<file path="src/rtl/tilt_step_scheduler.sv">
// tilt_step_scheduler: debounced tilt code -> ramped ball-move step pulses, X/Y share one move port
// Ports: SYSCLK clock; reset2 sync active-high reset; tilt[3:0] = {back, fwd, right, left};
//   move_ready = ball module accepts a move; x_inc/x_dec/y_inc/y_dec = one-cycle step pulses;
//   step_drop = a step came due while that axis still had one pending.
// Build option: define TILT_RAMP_EN for the slow-to-fast ramp; otherwise every step uses SLOW_PERIOD.
module tilt_step_scheduler #(
  parameter int SYSCLK_FREQUENCY_HZ = 100000000,
  parameter int DEBOUNCE_CYCLES     = 1000000,
  parameter int SLOW_PERIOD         = 25000000,
  parameter int FAST_PERIOD         = 5000000,
  parameter int RAMP_STEP           = 5000000,
  parameter int CNT_W               = 26
) (
  input  logic       SYSCLK,
  input  logic       reset2,
  input  logic [3:0] tilt,
  input  logic       move_ready,
  output logic       x_inc,
  output logic       x_dec,
  output logic       y_inc,
  output logic       y_dec,
  output logic       step_drop
);
  typedef enum logic [1:0] {IDLE, FIRST, RAMP, CRUISE} state_t;
  // an illegal parameter set keeps both axes from ever stepping
  localparam bit CFG_OK = SYSCLK_FREQUENCY_HZ > 0 && DEBOUNCE_CYCLES >= 1 && SLOW_PERIOD >= 2 &&
                          FAST_PERIOD >= 1 && FAST_PERIOD <= SLOW_PERIOD && RAMP_STEP >= 0;
  localparam logic [CNT_W-1:0] DB_C   = CNT_W'(DEBOUNCE_CYCLES);
  localparam logic [CNT_W-1:0] SLOW_C = CNT_W'(SLOW_PERIOD);
  localparam logic [CNT_W-1:0] FAST_C = CNT_W'(FAST_PERIOD);
  localparam logic [CNT_W-1:0] RAMP_C = CNT_W'(RAMP_STEP);
  localparam logic [CNT_W-1:0] ONE_C  = CNT_W'(1);
  // per-axis direction code: bit1 = inc, bit0 = dec, 00 = none (11 folds to none)
  logic [1:0][1:0] code;
  logic [1:0][1:0] dir;
  logic [1:0]      pend;
  logic [1:0]      grant;
  logic [1:0]      drop;
  logic [3:0]      pulse_q, pulse_d;
  logic            drop_q, drop_d;
  assign code[0] = (tilt[1:0] == 2'b11) ? 2'b00 : tilt[1:0];
  assign code[1] = (tilt[3:2] == 2'b11) ? 2'b00 : tilt[3:2];
  // X always wins; Y only goes when X has nothing pending
  assign grant[0] = move_ready & pend[0];
  assign grant[1] = move_ready & pend[1] & ~pend[0];
  for (genvar a = 0; a < 2; a++) begin : g_axis
    state_t           state_q, state_d;
    logic [1:0]       raw_q, raw_d, dir_q, dir_d, acc;
    logic [CNT_W-1:0] db_q, db_d, cnt_q, cnt_d, per_q, per_d, per_nx;
    logic             pend_q, pend_d, due, chg;
    always_comb begin
      raw_d   = code[a];
      db_d    = (code[a] != raw_q) ? ONE_C : (db_q == DB_C) ? DB_C : db_q + ONE_C;
      acc     = (db_d == DB_C) ? code[a] : dir_q;
      chg     = acc != dir_q;
      due     = CFG_OK && state_q != IDLE && cnt_q == ONE_C;
`ifdef TILT_RAMP_EN
      per_nx  = (per_q - FAST_C > RAMP_C) ? per_q - RAMP_C : FAST_C;
`else
      per_nx  = SLOW_C;
`endif
      state_d = state_q;
      dir_d   = dir_q;
      cnt_d   = cnt_q;
      per_d   = per_q;
      pend_d  = pend_q;
      drop[a] = 1'b0;
      if (chg) begin
        dir_d   = acc;
        pend_d  = 1'b0;
        per_d   = SLOW_C;
        cnt_d   = SLOW_C;
        state_d = (acc == 2'b00) ? IDLE : FIRST;
      end else if (state_q != IDLE) begin
        // the reload happens at the due edge, so emit stalls never shift the schedule
        cnt_d   = due ? per_nx : cnt_q - ONE_C;
        per_d   = due ? per_nx : per_q;
        pend_d  = (pend_q & ~grant[a]) | due;
        drop[a] = due & pend_q & ~grant[a];
`ifdef TILT_RAMP_EN
        state_d = (state_q == FIRST && due) ? RAMP :
                  (state_q == RAMP && per_q == FAST_C) ? CRUISE : state_q;
`endif
      end
    end
    always_ff @(posedge SYSCLK) begin
      if (reset2) begin
        state_q <= IDLE;
        raw_q   <= 2'b00;
        dir_q   <= 2'b00;
        db_q    <= '0;
        cnt_q   <= SLOW_C;
        per_q   <= SLOW_C;
        pend_q  <= 1'b0;
      end else begin
        state_q <= state_d;
        raw_q   <= raw_d;
        dir_q   <= dir_d;
        db_q    <= db_d;
        cnt_q   <= cnt_d;
        per_q   <= per_d;
        pend_q  <= pend_d;
      end
    end
    assign dir[a]  = dir_q;
    assign pend[a] = pend_q;
  end
  always_comb begin
    pulse_d = {grant[0] & dir[0][1], grant[0] & dir[0][0], grant[1] & dir[1][1], grant[1] & dir[1][0]};
    drop_d  = |drop;
  end
  always_ff @(posedge SYSCLK) begin
    if (reset2) begin
      pulse_q <= '0;
      drop_q  <= 1'b0;
    end else begin
      pulse_q <= pulse_d;
      drop_q  <= drop_d;
    end
  end
  assign {x_inc, x_dec, y_inc, y_dec} = pulse_q;
  assign step_drop = drop_q;
endmodule

</file>
<file path="config.mk">
export PLATFORM = sky130hd
export DESIGN_NAME = tilt_step_scheduler
export DESIGN_NICKNAME = d
export VERILOG_FILES = /design/src/rtl/tilt_step_scheduler.sv
export SDC_FILE = /design/constraint.sdc
export NUM_CORES = 1
export LEC_CHECK = 0
export BUFFER_PORTS_ARGS = -buffer_cell sky130_fd_sc_hd__buf_2
export CAP_MARGIN = 0
export CELL_PAD_IN_SITES_DETAIL_PLACEMENT = 1
export CELL_PAD_IN_SITES_GLOBAL_PLACEMENT = 2
export CORE_AREA = 2 2 123 125
export CTS_BUF_LIST = sky130_fd_sc_hd__clkbuf_2 sky130_fd_sc_hd__clkbuf_4 sky130_fd_sc_hd__clkbuf_8
export CTS_CLUSTER_SIZE = 25
export DETAILED_ROUTE_END_ITERATION = 12
export DIE_AREA = 0 0 125 127
export PLACE_DENSITY_LB_ADDON = 0.3
export SLEW_MARGIN = 15
export SYNTH_ARGS = -nofsm -noshare
export SYNTH_HDL_FRONTEND = slang
export SYNTH_SLANG_ARGS = --single-unit
</file>
<file path="constraint.sdc">
create_clock -name SYSCLK -period 5.95 [get_ports SYSCLK]
set_input_delay 0.2975 -clock SYSCLK [delete_from_list [all_inputs] [get_ports SYSCLK]]
set_output_delay 0.2975 -clock SYSCLK [all_outputs]
set_load 0.02 [all_outputs]
</file>
==> results of run 1 <==
[cell families (layout without fill, tap and decap cells)]
group / count (synthesis) / count (layout) / share of synthesized area, %
other cells: 0 / 1 / 0
compound gates: 60 / 60 / 6.93
simple gates: 379 / 379 / 34.0
fa+ha+maj: 8 / 8 / 1.59
xor+xnor: 97 / 97 / 13.5
buf+inv: 60 / 64 / 4.21
mux: 8 / 8 / 1.37
flops: 121 / 121 / 38.4
[placed cells by master, fill, tap and decap left out, types with 3 or more instances in the layout]
cell type and instances:
nor3b_1 3, nor4_2 3, or4_1 15, xor2_1 41
dfxtp_1 121, ha_1 8, nor3_1 47, inv_1 21
or3_1 13, nor2b_1 10, buf_2 11, and2_1 7
clkinv_2 5, xnor2_1 56, mux2_2 3, nor4bb_1 4
o21ai_0 18, nand4_1 27, and4_1 8, nand2b_1 16
or2_2 5, nand3b_1 5, a21oi_1 10, nor2_1 102
o21ba_2 3, and3_1 11, nand2_1 27, nor4_1 25
mux2i_1 3, clkbuf_4 3, nand3_1 27, nor4b_1 7
clkbuf_8 21
[state kept, by name (all words and copies together) (netlist names)]
signal and count:
g_axis.cnt_q 52, g_axis.db_q 52, g_axis.dir_q 4, g_axis.raw_q 4, pulse_q 4, g_axis.pend_q 2
g_axis.state_q 2, step_drop 1
[power groups by stage]
stage	combinational (mW)	clock, mW	sequential, mW
after floorplan	0.0377	0	0.834
after global placement	0.0508	0	0.835
after detailed placement	0.0521	0	0.836
after CTS	0.0522	0.767	0.817
after global routing	0.0575	0.801	0.817
final	0.0510	0.749	0.817
[final cells by class]
type	instances	area, sq um
sequential	121	2420
antenna	1	2.50
clock buffer	24	312
timing repair buffer	11	55.1
clock inverter	8	92.6
multi-input combinational	552	3620
inverter	21	78.8
fill	1713	7610
tap	184	230
[routing by layer]
layer | vias to the layer above | share of wire [%]
met3 | 17 | 2.9
met4 | 2 | 1.1
met1 | 2501 | 50
met2 | 40 | 46
met5 | - | 0.047
li1 | 2584 | -
[worst max-delay path, delay by kind of cell, from the launching register on]
| family | cells | cell delay, ps |
|---|---|---|
| adder cells (fa/ha/maj) | 1 | 250 |
| AO/OA/AOI/OAI | 3 | 930 |
| AND/OR/NAND/NOR | 4 | 1970 |
| flip-flops | 1 | 450 |
[metrics by stage]
step           util (%)  cell area (sq um)  hold WS (ps)
6_report           47.2               6810           124
5_1_grt            47.2               6810           107
4_1_cts            47.2               6810          98.8
3_5_place_dp       44.4               6400           489
3_3_place_gp       44.4               6400           476
2_1_floorplan         -               6300           384
[worst min path at each step]
stage,from,end
after floorplan,tilt[3],g_axis[1].raw_q[0]$_SDFF_PP0_
after global placement,g_axis[0].cnt_q[2]$_SDFFE_PP0P_,g_axis[0].cnt_q[2]$_SDFFE_PP0P_
after detailed placement,g_axis[0].cnt_q[2]$_SDFFE_PP0P_,g_axis[0].cnt_q[2]$_SDFFE_PP0P_
after CTS,tilt[3],g_axis[1].raw_q[0]$_SDFF_PP0_
after global routing,tilt[3],g_axis[1].raw_q[0]$_SDFF_PP0_
final,tilt[3],g_axis[1].raw_q[0]$_SDFF_PP0_
==> impl_metrics.py, run 1 <==
metrics = {
    "sta": {
        "finClkSkew_ps": 11.2,
        "finalHoldViolations": 0,
        "fin_crit_sh_pct": 61.7,
        "drv_slew": 0,
        "rsz0062_at_grt": "no",
        "finalSetupViolations": 0,
        "final.setup.tns_ps": 0,
        "max_freq_mhz": 272,
        "setup_slack_ps": 2280,
        "slew_headroom_pct": 24.4,
        "fin_crit_ps": 3670,
        "worst_pin_slew_ps": 1130,
    },
    "worst_setup_path": {
        "cp-end-kind": "flop",
        "r2r-start": "g_axis[1].db_q[0]$_SDFF_PP0_",
        "startpoint_type": "flop",
        "cpPeakStageDelay_ps": 910,
        "crit_path_end": "g_axis[1].state_q[0]$_SDFFE_PP0P_",
        "crit_fanout": 29,
        "rrSetupSlack_ps": 2280,
        "r2r_end": "g_axis[1].state_q[0]$_SDFFE_PP0P_",
        "cp.required_ps": 6340,
        "crit_arrival_ps": 4060,
        "critical_path_class": "flop to flop",
        "startpoint": "g_axis[1].db_q[0]$_SDFF_PP0_",
        "rr_worst_depth": 8,
        "crit_chain": "ha_1, nand3_1, nor4_4, nor4bb_1, o21ai_0, a2111oi_0, and4_1, o221a_2",
        "cp_slowest_cell": "and4_1",
    },
    "power_and_ir_drop": {
        "peakVddDrop_mv": 0.118,
        "power_mw": 1.62,
        "power_switching_share_pct": 22.2,
        "combPwrFrac_pct": 3.2,
        "internal_power_mw": 1.26,
        "switching_power_mw": 0.360,
        "seqPwrFrac_pct": 50.5,
        "p_leak_nw": 2.16,
        "p_per_area_nw_per_um2": 237,
        "pwr-share-clk_pct": 46.3,
    },
    "place": {
        "routabilityCongestion": 0.866,
        "post-dp-hpwl_um": 10500,
        "port_buffers": 11,
        "dp.cells": 889,
        "place_ws_ps": 2300,
    },
    "yosys": {
        "yosysWarnings": 0,
        "synth_cell_types": 69,
        "synth_largest_area_cell": "dfxtp_1",
        "ys_seq_area_share_pct": 38.4,
        "netlist_top_cells_count": "dfxtp_1 (121), nor2_1 (102), xnor2_1 (56), nor3_1 (47), xor2_1 (41)",
        "synth_area_sq_um": 6300,
        "synthCells": 733,
        "async_flop_share_pct": 0,
        "synth_area_leaders": "dfxtp_1 (38%), xnor2_1 (7.8%), nor2_1 (6.1%), xor2_1 (5.7%), nor3_1 (3.7%)",
        "synth_most_common_cell": "dfxtp_1",
        "synth-main-ff-cell": "dfxtp_1",
        "synth_nets": 748,
        "yosysTopAreaCellShare_pct": 38.4,
        "synth-seq-cells": 121,
        "synth-edff-count": 0,
        "synth_area_per_cell_sq_um": 8.60,
    },
    "cts": {
        "post_cts_buffers": 0,
        "ctsRootBufferMaster": "clkbuf_8",
        "cts_tree": "yes",
        "clk_pin_slew_ps": 70,
        "clkLatencyLatePin_ps": 440,
        "numCtsBuffers": 17,
        "cts.sinks": 121,
        "htree_levels": 4,
        "clk_path_buf_depth": 2,
        "cts_hold_buffers": 0,
        "cts_resized": 0,
    },
    "hold_path": {
        "min_path_type": "primary input to flop",
        "hold_depth": 2,
    },
    "outcome": {
        "status": "completed",
    },
    "global_route": {
        "grt_max_degree": 37,
        "grt_busiest_layer": "met2",
        "grt_util_met1_pct": 25.7,
        "grt_util_met3_pct": 5.40,
        "grt_overflow": 0,
        "grt_pass1_vias": 5391,
        "grt_pass1_wl_um": 26100,
        "met2_usage_pct": 32.1,
        "grt_usage_pct": 19.7,
        "antenna_found_initial": 2,
    },
    "detailed_routing": {
        "drtIter0Drc": 160,
        "vias": 5144,
        "wire_per_inst_um": 16.1,
        "routed_wl_um": 14800,
        "drtAntennaViolNets": 0,
        "drt_first_pass_iters": 4,
        "routed_via_density": 5.58,
        "drc": 0,
    },
    "floorplanning": {
        "coreArea_sq_um": 14400,
        "die_h_um": 127,
        "rows": 44,
        "ios": 12,
        "die-area_sq_um": 15900,
        "die_x_um": 125,
        "initial_core_util_pct": 43.7,
    },
    "layout": {
        "nNetsFinal": 739,
        "area_growth_pct": 8.02,
        "drive_gt1_share_pct": 10.2,
        "instances_no_fill": 922,
    },
    "job": {
        "cap_violations": 0,
    },
}
Power figures use the tool's default switching activity.
==> run 2: changes to the inputs <==
CORE_AREA = 2 2 127 129   (was 2 2 123 125)
DIE_AREA = 0 0 129 131   (was 0 0 125 127)
clock period = 3.7 ns   (was 5.95 ns; I/O delays follow)
==> impl_metrics.py, run 2 (same netlist as run 1, synthesis figures left out) <==
metrics = {
    "hold_path": {
        "hp-start": "tilt[1]",
        "min_path_type": "primary input to flop",
    },
    "floorplanning": {
        "ios": 12,
        "die-area_sq_um": 16900,
        "die_h_um": 131,
        "rows": 46,
        "die_x_um": 129,
        "initial_core_util_pct": 40.4,
        "coreArea_sq_um": 15600,
    },
    "sta": {
        "rsz0062_at_grt": "no",
        "finalSetupViolations": 0,
        "fin_crit_ps": 3290,
        "drv_slew": 0,
        "final.setup.tns_ps": 0,
        "max_freq_mhz": 304,
        "setup_slack_ps": 414,
        "fin_crit_sh_pct": 88.8,
        "finClkSkew_ps": 12.9,
        "worst_pin_slew_ps": 692,
        "slew_headroom_pct": 53.5,
        "finalHoldViolations": 0,
    },
    "worst_setup_path": {
        "cpPeakStageDelay_ps": 430,
        "r2r-start": "g_axis[0].db_q[0]$_SDFF_PP0_",
        "crit_chain": "ha_1, and4_1, nand4_1, nor2_1, mux2_2, a31oi_2, o311ai_4, buf_4, or3b_1",
        "startpoint": "g_axis[0].db_q[0]$_SDFF_PP0_",
        "startpoint_type": "flop",
        "crit_arrival_ps": 3610,
        "cp-end-kind": "flop",
        "cp_top_family": "simple AND/OR/NAND/NOR gates",
        "cp_slowest_cell": "dfxtp_1",
        "critPathBufInv": 1,
        "crit_fanout": 24,
        "cp.required_ps": 4020,
        "critical_path_class": "flop to flop",
    },
    "cts": {
        "clk_pin_slew_ps": 80,
        "htree_levels": 4,
        "clkLatencyLatePin_ps": 440,
        "cts_tree": "yes",
        "clk_path_buf_depth": 2,
        "ctsRootBufferMaster": "clkbuf_8",
        "numCtsBuffers": 17,
        "cts.sinks": 121,
    },
    "place": {
        "place_ws_ps": 438,
        "port_buffers": 11,
        "post-dp-hpwl_um": 11000,
        "routabilityCongestion": 0.848,
    },
    "global_route": {
        "grt_util_met1_pct": 24.4,
        "grt_max_degree": 37,
        "grt_pass1_wl_um": 26500,
        "met2_usage_pct": 33.7,
        "grt_usage_pct": 19.6,
        "grt_util_met3_pct": 5.13,
        "grt_busiest_layer": "met2",
        "grt_pass1_vias": 5363,
        "grt_overflow": 0,
        "antenna_found_initial": 2,
    },
    "power_and_ir_drop": {
        "p_per_area_nw_per_um2": 386,
        "p_leak_nw": 2.22,
        "peakVddDrop_mv": 0.202,
    },
    "layout": {
        "antennaDiodeCount": 0,
        "drive_gt1_share_pct": 11.4,
        "area_growth_pct": 10.3,
        "mostFrequentLayoutCell": "dfxtp_1",
        "layout_common_cells": "dfxtp_1 (121), nor2_1 (102), xnor2_1 (56), nor3_1 (47), xor2_1 (41)",
        "reg.largest.list": "g_axis.cnt_q: 52 flops, g_axis.db_q: 52 flops",
        "nNetsFinal": 750,
    },
    "job": {
        "cap_violations": 0,
    },
    "detailed_routing": {
        "drtAntennaViolNets": 0,
        "routed_via_density": 5.40,
        "drtIter0Drc": 213,
        "vias": 5209,
        "drt_first_pass_iters": 4,
        "drc": 0,
        "wire_per_inst_um": 15.9,
        "routed_wl_um": 15400,
    },
    "outcome": {
        "status": "completed",
    },
}
-- run 2: changes by cell type in the layout (fill, tap and decap cells not counted), sizes merged --
cell / before / now
buf: 11 / 21
clkbuf: 24 / 21
clkinvlp: 1 / 3
bufinv: 2 / 3
diode: 1 / 0
dlygate4sd3: 0 / 1
-- run 2: power by group --
part / total (mW) / internal (mW) / switching (mW)
Sequential: 1.31 / 1.31 / 0.00682
Clock: 1.29 / 0.725 / 0.560
Combinational: 0.0851 / 0.0298 / 0.0553
Total: 2.68 / 2.06 / 0.622
-- run 2: tightest hold or removal path: stages --
cell and delay (ps):
buf_2 140, nand2b_1 90, nor2_1 60
-- run 2: repair_timing --
item | CTS | global route
setup buffers | 0 | 0
hold buffers | 1 | 0
hold endpoints to repair | 1 | 0
resized for setup | 0 | 0
-- run 2: path summary, 6_finish.rpt --
check                                      to  depth (start not counted)  slack, ps
min             g_axis[0].raw_q[1]$_SDFF_PP0_                          3         70
max reg2reg  g_axis[0].cnt_q[20]$_SDFFE_PP1P_                          9        410
min reg2reg   g_axis[0].cnt_q[2]$_SDFFE_PP0P_                          2        490
max          g_axis[0].cnt_q[20]$_SDFFE_PP1P_                          9        410
-- run 2: area by class of cell --
class / instances / area (sq um)
clock buffer: 21 / 283
clock inverter: 11 / 145
fill: 1858 / 8640
inverter: 21 / 78.8
multi-input combinational: 552 / 3620
sequential: 121 / 2420
tap: 216 / 270
timing repair buffer: 22 / 140
-- run 2: stage by stage --
stage / area [sq um] / hold slack [ps] / total power, mW / utilization [%] / std cells
6_report: 6960 / 70.3 / 2.68 / 44.6 / 964
5_1_grt: 6960 / 61.0 / 2.80 / 44.6 / 964
4_1_cts: 6960 / 48.8 / 2.72 / 44.6 / 964
3_5_place_dp: 6520 / 488 / 1.43 / 41.8 / 931
3_3_place_gp: 6520 / 469 / 1.43 / 41.8 / 931
2_1_floorplan: 6300 / 271 / 1.40 / - / 733
-- run 2: metal layers --
layer | up-vias | wire length, um
met5 | - | 24
met4 | 4 | 142
li1 | 2597 | -
met1 | 2541 | 7260
met3 | 14 | 436
met2 | 53 | 7510
